### src/rtl/mlp_sequencer_if.sv
// Stream and core-bus bundle for mlp_sequencer: weight and sample inputs,
// result output and the mlp core's 2-bit-address register bus.
interface mlp_sequencer_if #(
  parameter int N_INPUTS  = 4,
  parameter int N_OUTPUT  = 4,
  parameter int IN_WIDTH  = 16,
  parameter int OUT_WIDTH = 16,
  parameter int WGT_WIDTH = 16
);
  logic                          wgt_valid;
  logic                          wgt_ready;
  logic [WGT_WIDTH-1:0]          wgt_data;
  logic                          wgt_layer;
  logic                          in_valid;
  logic                          in_ready;
  logic [N_INPUTS*IN_WIDTH-1:0]  in_data;
  logic                          out_valid;
  logic                          out_ready;
  logic [N_OUTPUT*OUT_WIDTH-1:0] out_data;
  logic                          m_write_en;
  logic [1:0]                    m_addr;
  logic [31:0]                   m_writedata;
  logic [31:0]                   m_readdata;

  // Sequencer side: consumes the streams, masters the core bus.
  modport master (
    input  wgt_valid, wgt_data, wgt_layer,
    output wgt_ready,
    input  in_valid, in_data,
    output in_ready,
    output out_valid, out_data,
    input  out_ready,
    output m_write_en, m_addr, m_writedata,
    input  m_readdata
  );

  // Environment side: fabric streams plus the core's register port.
  modport slave (
    output wgt_valid, wgt_data, wgt_layer,
    input  wgt_ready,
    output in_valid, in_data,
    input  in_ready,
    input  out_valid, out_data,
    output out_ready,
    input  m_write_en, m_addr, m_writedata,
    output m_readdata
  );
endinterface

### src/rtl/mlp_sequencer.sv
// Host-side sequencer for the mlp core: turns weight beats and input samples
// into register-bus transactions and returns each result vector on a stream.
module mlp_sequencer #(
  parameter int N_INPUTS  = 4,
  parameter int N_OUTPUT  = 4,
  parameter int IN_WIDTH  = 16,
  parameter int OUT_WIDTH = 16,
  parameter int WGT_WIDTH = 16,
  parameter int TIMEOUT   = 1023
) (
  input  logic           clk,
  input  logic           rst,
  mlp_sequencer_if.master bus,
  output logic           busy,
  output logic           timeout_err
);

  localparam int IW = (N_INPUTS > 1) ? $clog2(N_INPUTS) : 1;
  localparam int KW = (N_OUTPUT > 1) ? $clog2(N_OUTPUT) : 1;
  localparam int PW = $clog2(TIMEOUT + 1);
  localparam logic [IW-1:0] I_LAST = IW'(N_INPUTS - 1);
  localparam logic [KW-1:0] K_LAST = KW'(N_OUTPUT - 1);
  localparam logic [PW-1:0] P_LAST = PW'(TIMEOUT - 1);

  localparam logic [1:0] A_CTRL   = 2'd0;
  localparam logic [1:0] A_INPUT  = 2'd1;
  localparam logic [1:0] A_WEIGHT = 2'd2;
  localparam logic [1:0] A_OUTPUT = 2'd3;

  typedef enum logic [3:0] {
    IDLE      = 4'd0,
    SET_LAYER = 4'd1,
    WR_WGT    = 4'd2,
    WR_IN     = 4'd3,
    RUN       = 4'd4,
    POLL      = 4'd5,
    SEL       = 4'd6,
    RD_ADDR   = 4'd7,
    RD_CAP    = 4'd8,
    ERR       = 4'd9
  } state_t;

  state_t                        state;
  logic                          cur_layer;
  logic                          pend_layer;
  logic [WGT_WIDTH-1:0]          wgt_hold;
  logic [N_INPUTS*IN_WIDTH-1:0]  in_shift;
  logic [IW-1:0]                 i;
  logic [KW-1:0]                 k;
  logic [PW-1:0]                 poll_cnt;
  logic                          out_valid;
  logic [N_OUTPUT*OUT_WIDTH-1:0] out_data;
  logic                          m_write_en;
  logic [1:0]                    m_addr;
  logic [31:0]                   m_writedata;
  logic                          unused_readdata;

  function automatic logic [31:0] ctrl_word(input logic [15:0] sel,
                                            input logic layer,
                                            input logic run);
    return {sel, 12'h000, layer, 1'b0, 1'b0, run};
  endfunction

  function automatic logic [31:0] sext_in(input logic [IN_WIDTH-1:0] x);
    return {{(32-IN_WIDTH){x[IN_WIDTH-1]}}, x};
  endfunction

  function automatic logic [31:0] zext_wgt(input logic [WGT_WIDTH-1:0] x);
    return {{(32-WGT_WIDTH){1'b0}}, x};
  endfunction

  function automatic logic [15:0] sel_field(input logic [KW-1:0] idx);
    return {{(16-KW){1'b0}}, idx};
  endfunction

  // Ready only in IDLE; a pending weight beat always beats a sample.
  assign bus.wgt_ready   = (state == IDLE);
  assign bus.in_ready    = (state == IDLE) && !bus.wgt_valid && !out_valid;
  assign busy            = (state != IDLE);
  assign bus.out_valid   = out_valid;
  assign bus.out_data    = out_data;
  assign bus.m_write_en  = m_write_en;
  assign bus.m_addr      = m_addr;
  assign bus.m_writedata = m_writedata;
  assign unused_readdata = ^bus.m_readdata[31:OUT_WIDTH];

  // Sequencer FSM; bus outputs are loaded on the transition into each state.
  always_ff @(posedge clk) begin
    if (rst) begin
      state       <= IDLE;
      cur_layer   <= 1'b0;
      pend_layer  <= 1'b0;
      wgt_hold    <= '0;
      in_shift    <= '0;
      i           <= '0;
      k           <= '0;
      poll_cnt    <= '0;
      out_valid   <= 1'b0;
      out_data    <= '0;
      timeout_err <= 1'b0;
      m_write_en  <= 1'b0;
      m_addr      <= A_CTRL;
      m_writedata <= 32'h0000_0000;
    end else begin
      m_write_en  <= 1'b0;
      m_addr      <= A_CTRL;
      m_writedata <= 32'h0000_0000;
      if (out_valid && bus.out_ready) begin
        out_valid <= 1'b0;
      end
      case (state)
        IDLE: begin
          if (bus.wgt_valid) begin
            wgt_hold   <= bus.wgt_data;
            pend_layer <= bus.wgt_layer;
            m_write_en <= 1'b1;
            if (bus.wgt_layer == cur_layer) begin
              state       <= WR_WGT;
              m_addr      <= A_WEIGHT;
              m_writedata <= zext_wgt(bus.wgt_data);
            end else begin
              state       <= SET_LAYER;
              m_addr      <= A_CTRL;
              m_writedata <= ctrl_word(16'h0000, bus.wgt_layer, 1'b0);
            end
          end else if (bus.in_valid && !out_valid) begin
            in_shift    <= bus.in_data >> IN_WIDTH;
            i           <= '0;
            state       <= WR_IN;
            m_write_en  <= 1'b1;
            m_addr      <= A_INPUT;
            m_writedata <= sext_in(bus.in_data[IN_WIDTH-1:0]);
          end else begin
            state <= IDLE;
          end
        end
        SET_LAYER: begin
          cur_layer   <= pend_layer;
          state       <= WR_WGT;
          m_write_en  <= 1'b1;
          m_addr      <= A_WEIGHT;
          m_writedata <= zext_wgt(wgt_hold);
        end
        WR_WGT: begin
          state <= IDLE;
        end
        WR_IN: begin
          m_write_en <= 1'b1;
          if (i == I_LAST) begin
            state       <= RUN;
            m_addr      <= A_CTRL;
            m_writedata <= ctrl_word(16'h0000, cur_layer, 1'b1);
          end else begin
            i           <= i + IW'(1);
            in_shift    <= in_shift >> IN_WIDTH;
            m_addr      <= A_INPUT;
            m_writedata <= sext_in(in_shift[IN_WIDTH-1:0]);
          end
        end
        RUN: begin
          poll_cnt <= '0;
          state    <= POLL;
        end
        POLL: begin
          // The first poll returns data from the RUN write cycle, so skip it.
          if ((poll_cnt != '0) && bus.m_readdata[1]) begin
            k           <= '0;
            state       <= SEL;
            m_write_en  <= 1'b1;
            m_addr      <= A_CTRL;
            m_writedata <= ctrl_word(16'h0000, cur_layer, 1'b0);
          end else if (poll_cnt == P_LAST) begin
            state       <= ERR;
            timeout_err <= 1'b1;
          end else begin
            poll_cnt <= poll_cnt + PW'(1);
          end
        end
        SEL: begin
          state  <= RD_ADDR;
          m_addr <= A_OUTPUT;
        end
        RD_ADDR: begin
          state <= RD_CAP;
        end
        RD_CAP: begin
          out_data[k*OUT_WIDTH +: OUT_WIDTH] <= bus.m_readdata[OUT_WIDTH-1:0];
          if (k == K_LAST) begin
            out_valid <= 1'b1;
            state     <= IDLE;
          end else begin
            k           <= k + KW'(1);
            state       <= SEL;
            m_write_en  <= 1'b1;
            m_addr      <= A_CTRL;
            m_writedata <= ctrl_word(sel_field(k + KW'(1)), cur_layer, 1'b0);
          end
        end
        ERR: begin
          state       <= ERR;
          timeout_err <= 1'b1;
        end
        default: begin
          state <= IDLE;
        end
      endcase
    end
  end

endmodule

### src/flat_wrapper.sv
// flat-port wrapper written by rule: the top's interface ports become plain ports
module mlp_sequencer_flat 
#(
  parameter int N_INPUTS  = 4,
  parameter int N_OUTPUT  = 4,
  parameter int IN_WIDTH  = 16,
  parameter int OUT_WIDTH = 16,
  parameter int WGT_WIDTH = 16,
  parameter int TIMEOUT   = 1023
)
  (clk, rst, busy, timeout_err, bus_wgt_valid, bus_wgt_data, bus_wgt_layer, bus_wgt_ready, bus_in_valid, bus_in_data, bus_in_ready, bus_out_valid, bus_out_data, bus_out_ready, bus_m_write_en, bus_m_addr, bus_m_writedata, bus_m_readdata);
  mlp_sequencer_if #(.N_INPUTS(N_INPUTS), .N_OUTPUT(N_OUTPUT), .IN_WIDTH(IN_WIDTH), .OUT_WIDTH(OUT_WIDTH), .WGT_WIDTH(WGT_WIDTH)) bus_i ();
  input  logic clk;
  input  logic rst;
  output logic busy;
  output logic timeout_err;
  input wire logic [$bits(bus_i.wgt_valid)-1:0] bus_wgt_valid;
  input wire logic [$bits(bus_i.wgt_data)-1:0] bus_wgt_data;
  input wire logic [$bits(bus_i.wgt_layer)-1:0] bus_wgt_layer;
  output wire logic [$bits(bus_i.wgt_ready)-1:0] bus_wgt_ready;
  input wire logic [$bits(bus_i.in_valid)-1:0] bus_in_valid;
  input wire logic [$bits(bus_i.in_data)-1:0] bus_in_data;
  output wire logic [$bits(bus_i.in_ready)-1:0] bus_in_ready;
  output wire logic [$bits(bus_i.out_valid)-1:0] bus_out_valid;
  output wire logic [$bits(bus_i.out_data)-1:0] bus_out_data;
  input wire logic [$bits(bus_i.out_ready)-1:0] bus_out_ready;
  output wire logic [$bits(bus_i.m_write_en)-1:0] bus_m_write_en;
  output wire logic [$bits(bus_i.m_addr)-1:0] bus_m_addr;
  output wire logic [$bits(bus_i.m_writedata)-1:0] bus_m_writedata;
  input wire logic [$bits(bus_i.m_readdata)-1:0] bus_m_readdata;
  assign bus_i.wgt_valid = bus_wgt_valid;
  assign bus_i.wgt_data = bus_wgt_data;
  assign bus_i.wgt_layer = bus_wgt_layer;
  assign bus_wgt_ready = bus_i.wgt_ready;
  assign bus_i.in_valid = bus_in_valid;
  assign bus_i.in_data = bus_in_data;
  assign bus_in_ready = bus_i.in_ready;
  assign bus_out_valid = bus_i.out_valid;
  assign bus_out_data = bus_i.out_data;
  assign bus_i.out_ready = bus_out_ready;
  assign bus_m_write_en = bus_i.m_write_en;
  assign bus_m_addr = bus_i.m_addr;
  assign bus_m_writedata = bus_i.m_writedata;
  assign bus_i.m_readdata = bus_m_readdata;
  mlp_sequencer #(.N_INPUTS(N_INPUTS), .N_OUTPUT(N_OUTPUT), .IN_WIDTH(IN_WIDTH), .OUT_WIDTH(OUT_WIDTH), .WGT_WIDTH(WGT_WIDTH), .TIMEOUT(TIMEOUT)) u_core (.clk(clk), .rst(rst), .bus(bus_i), .busy(busy), .timeout_err(timeout_err));
endmodule
### config.mk
export PLATFORM = sky130hd
export DESIGN_NAME = mlp_sequencer_flat
export DESIGN_NICKNAME = d
export VERILOG_FILES = /design/src/rtl/mlp_sequencer_if.sv /design/src/rtl/mlp_sequencer.sv /design/src/flat_wrapper.sv
export SDC_FILE = /design/constraint.sdc
export NUM_CORES = 1
export LEC_CHECK = 0
export ABC_AREA = 1
export BUFFER_PORTS_ARGS = -buffer_cell sky130_fd_sc_hd__buf_4
export CAP_MARGIN = 0
export CORE_MARGIN = 10
export CORE_UTILIZATION = 56
export DETAILED_ROUTE_END_ITERATION = 10
export PLACE_DENSITY = 0.88
export SETUP_SLACK_MARGIN = 0.1
export SLEW_MARGIN = 25
export SYNTH_ARGS = -nofsm -noshare
export SYNTH_HDL_FRONTEND = slang
export SYNTH_SLANG_ARGS = --single-unit
### constraint.sdc
create_clock -name clk -period 4.1 [get_ports clk]
set_input_delay 1.025 -clock clk [delete_from_list [all_inputs] [get_ports clk]]
set_output_delay 1.025 -clock clk [all_outputs]
set_load 0.01 [all_outputs]
==> implementation parameters <==
Parameter                              Value

Run status
  Outcome ... completed

STA
  Worst relative slew slack ... 43.2%
  Summed negative setup slack over all endpoints ... 0 ns
  Fmax ... 373 MHz
  Tightest Pin Transition ... 0.852 ns
  RSZ-0062 raised after global routing ... no
  Number of max-slew violations in the final report ... 0
  Final period utilization ... 65.3%
  Finish-stage setup viols ... 0
  Number of failing hold endpoints at the final stage ... 0
  Clock Skew ... 0.00638 ns
  Crit path time final ... 2.68 ns

Logic synthesis
  Cell area after synthesis ... 7520 µm²
  Synthesized-area fraction occupied by xor and xnor cells ... 0.699%
  Post-synthesis cell count ... 984
  Post-Synth Adder-Cell Area ... 1.66%
  Yosys top cell by area ... sky130_fd_sc_hd__dfxtp_1
  Number of warning messages in the yosys log ... 0
  Share of flip-flops with an asynchronous set or reset ... 0%
  Simple logic cell fraction of the synthesized area ... 22.5%
  Syn Area/Cell ... 7.64 µm²
  Combinational family with the most area after synthesis ... simple AND/OR/NAND/NOR gates
  Portion of the post-synthesis area used by sequential elements ... 45.8%
  Synth Flop Type ... sky130_fd_sc_hd__dfxtp_1
  Post-synth net total ... 1112
  Post-synthesis sequential element count ... 172
  Leading cell types by total area after synthesis ... sky130_fd_sc_hd__dfxtp_1 46%, sky130_fd_sc_hd__nand2_1 11%, sky130_fd_sc_hd__a21oi_1 7.4%
  Share of cell area taken by muxes after synthesis ... 0%
  Number of enable-type register cells in the synthesized netlist ... 0
  Most frequent cell after synthesis ... sky130_fd_sc_hd__nand2_1
  Top-area cell type share of the netlist area ... 45.8%
  Unique cell type count in the Yosys netlist ... 38
  Most frequent cells after synthesis ... 221 x sky130_fd_sc_hd__nand2_1, 172 x sky130_fd_sc_hd__dfxtp_1, 111 x sky130_fd_sc_hd__a21oi_1
  Fraction of the mapped netlist area in compound gates ... 19.9%

Pwr
  Total power consumption of the routed design ... 0.00470 W
  Pleak ... 3.91 nW
  Power density cells ... 495 nW/µm²
  Worst supply voltage drop on vdd ... 0.354 mV

Die
  Die Ht ... 136 µm
  Die Width ... 136 µm
  Std-Cell Core Area ... 13200 µm²
  Site row count ... 42
  Starting Density ... 57.0%
  Overall die area ... 18500 µm²
  Boundary pin count ... 222

Clocking
  Number of setup buffers added after CTS ... 0
  Post-cts repair resize count ... 0
  Clk sink count ... 172
  Clock root cell ... sky130_fd_sc_hd__clkbuf_16
  Post-cts hold buffer count ... 0
  Clock buffers created by TritonCTS ... 17
  Worst-skew pair later-pin latency ... 0.43 ns
  TritonCTS clock tree ... yes
  Clock transition at the registers of the reported paths ... 0.06 ns
  Buffer levels on the longest clock path ... 2
  CTS H-Tree Depth ... 4

Critical path
  Highest fanout seen on the critical path ... 20
  Worst stage delay on the critical path ... 0.35 ns
  Kind of end point of the critical path ... output pin
  Cells traversed along the worst timing path ... nor2_4, nand2_4, inv_2, buf_4
  Crit Path Category ... reg2out
  Standard cell with the maximum stage delay on the critical path ... sky130_fd_sc_hd__dfxtp_1
  WP data arrival ... 1.65 ns
  Type of element launching the critical path ... flip-flop
  Required time at the endpoint of the critical path ... 3.07 ns

Global routing
  Maximum number of pins on one net before global-route repair ... 79
  Number of global-route vias before repair ... 6843
  Remaining global-route overflow ... 0
  First-pass GRT wire length ... 35100 µm
  Number of antenna violations at the first check in global routing ... 0
  Global router's overall resource usage ... 23.5%

Place
  Gpl congestion ... 0.922
  Number of I/O port buffers ... 205
  Detailed placer's ending HPWL ... 16000 µm

Cells and area
  Layout Nets ... 1264
  # diodes ... 0
  Signed area change from the synthesized netlist to the final layout ... 26.1%
  Fraction of layout cells with a size suffix above 1 ... 22.9%

Detailed routing
  Via/cell ratio ... 5.65
  Number of routed nets with antenna violations ... 0
  Number of vias in the routed layout ... 7481
  Drt drc ... 0
  Iter 0 DRT Violations ... 660
  Routed wire length ... 22700 µm
  Initial DRT Pass Iterations ... 6
  Wire length per cell ... 17.2 µm

Min path
  Worst min path class ... reg2reg

Flow run
  Number of maximum-capacitance violations ... 0
## final cells by class
type / instances / area (µm²)
multi-input cells: 659 / 3370
clock inverters: 6 / 85.1
fillers: 1053 / 3710
clock buffers: 25 / 495
flip-flops and latches: 172 / 3440
inverters: 75 / 285
repair buffers: 211 / 1580
well taps: 176 / 220
## worst paths after layout
check	startpoint	to	slack, ns	cells after the start
hold / removal	u_core.in_shift[19]	u_core.in_shift[19]	0.45	2
hold reg to reg	u_core.in_shift[19]	u_core.in_shift[19]	0.45	2
setup / recovery	u_core.state[3]	bus_wgt_ready	1.42	4
setup reg to reg	u_core.state[3]	u_core.i[0]	1.73	7
## critical path: cells and delay by family (launching register included)
| kind | cells | cell delay (ns) |
|---|---|---|
| flops | 1 | 0.35 |
| simple gates | 2 | 0.36 |
| buf+inv | 2 | 0.52 |
## report_power, final
part	internal [W]	total, W	switching (W)
Clock	0.000957	0.00158	0.000627
Sequential	0.00190	0.00203	0.000129
Combinational	0.000394	0.00108	0.000688
## stage by stage
stage	utilization, %	cell area (µm²)	hold slack (ns)	instances	setup WS, ns
5_1_grt	71.9	9480	0.467	1324	1.34
4_1_cts	71.9	9480	0.450	1324	1.44
2_1_floorplan	-	7520	0.424	984	1.32
6_report	71.9	9480	0.450	1324	1.42
3_5_place_dp	67.5	8900	0.441	1293	1.27
3_3_place_gp	67.5	8900	0.435	1293	1.29
## sequential cells by signal (all words and copies together), names as in the netlist
register                count
u_core.wgt_hold            16
u_core.timeout_err          1
u_core.in_shift            48
u_core.k                    2
u_core.bus.m_write_en       1
u_core.pend_layer           1
u_core.bus.out_data        64
u_core.bus.m_addr           2
u_core.state                4
u_core.i                    2
u_core.bus.m_writedata     19
u_core.poll_cnt            10
u_core.cur_layer            1
u_core.bus.out_valid        1
## cells in the final DEF (no fill, tap or decap), drive strengths merged
master	n
a211oi	27
a21oi	112
a22oi	10
a31oi	42
a41oi	9
and2	1
buf	211
bufinv	2
clkbuf	25
clkinv	4
clkinvlp	2
dfxtp	172
ha	10
inv	73
nand2	226
nand3	43
nand3b	1
nand4	33
nor2	67
nor3	8
o211a	1
o211ai	1
o21ai	58
o21bai	1
or3	3
xnor2	2
xor2	4
## routing by layer
layer / track usage, % / part of all wire, %
met2: 37.3 / 47
met4: 9.41 / 2.8
met1: 29.2 / 41
met3: 7.34 / 9.2
met5: 0 / 0
## cells by family after synthesis
family / Yosys count
adders and majority gates: 10
DFF: 172
and+or+nand+nor: 382
AOI/OAI and AO/OA: 261
xor gates and xnor gates: 6
buffers and inverters: 153
(Power assumes the default switching activity.)
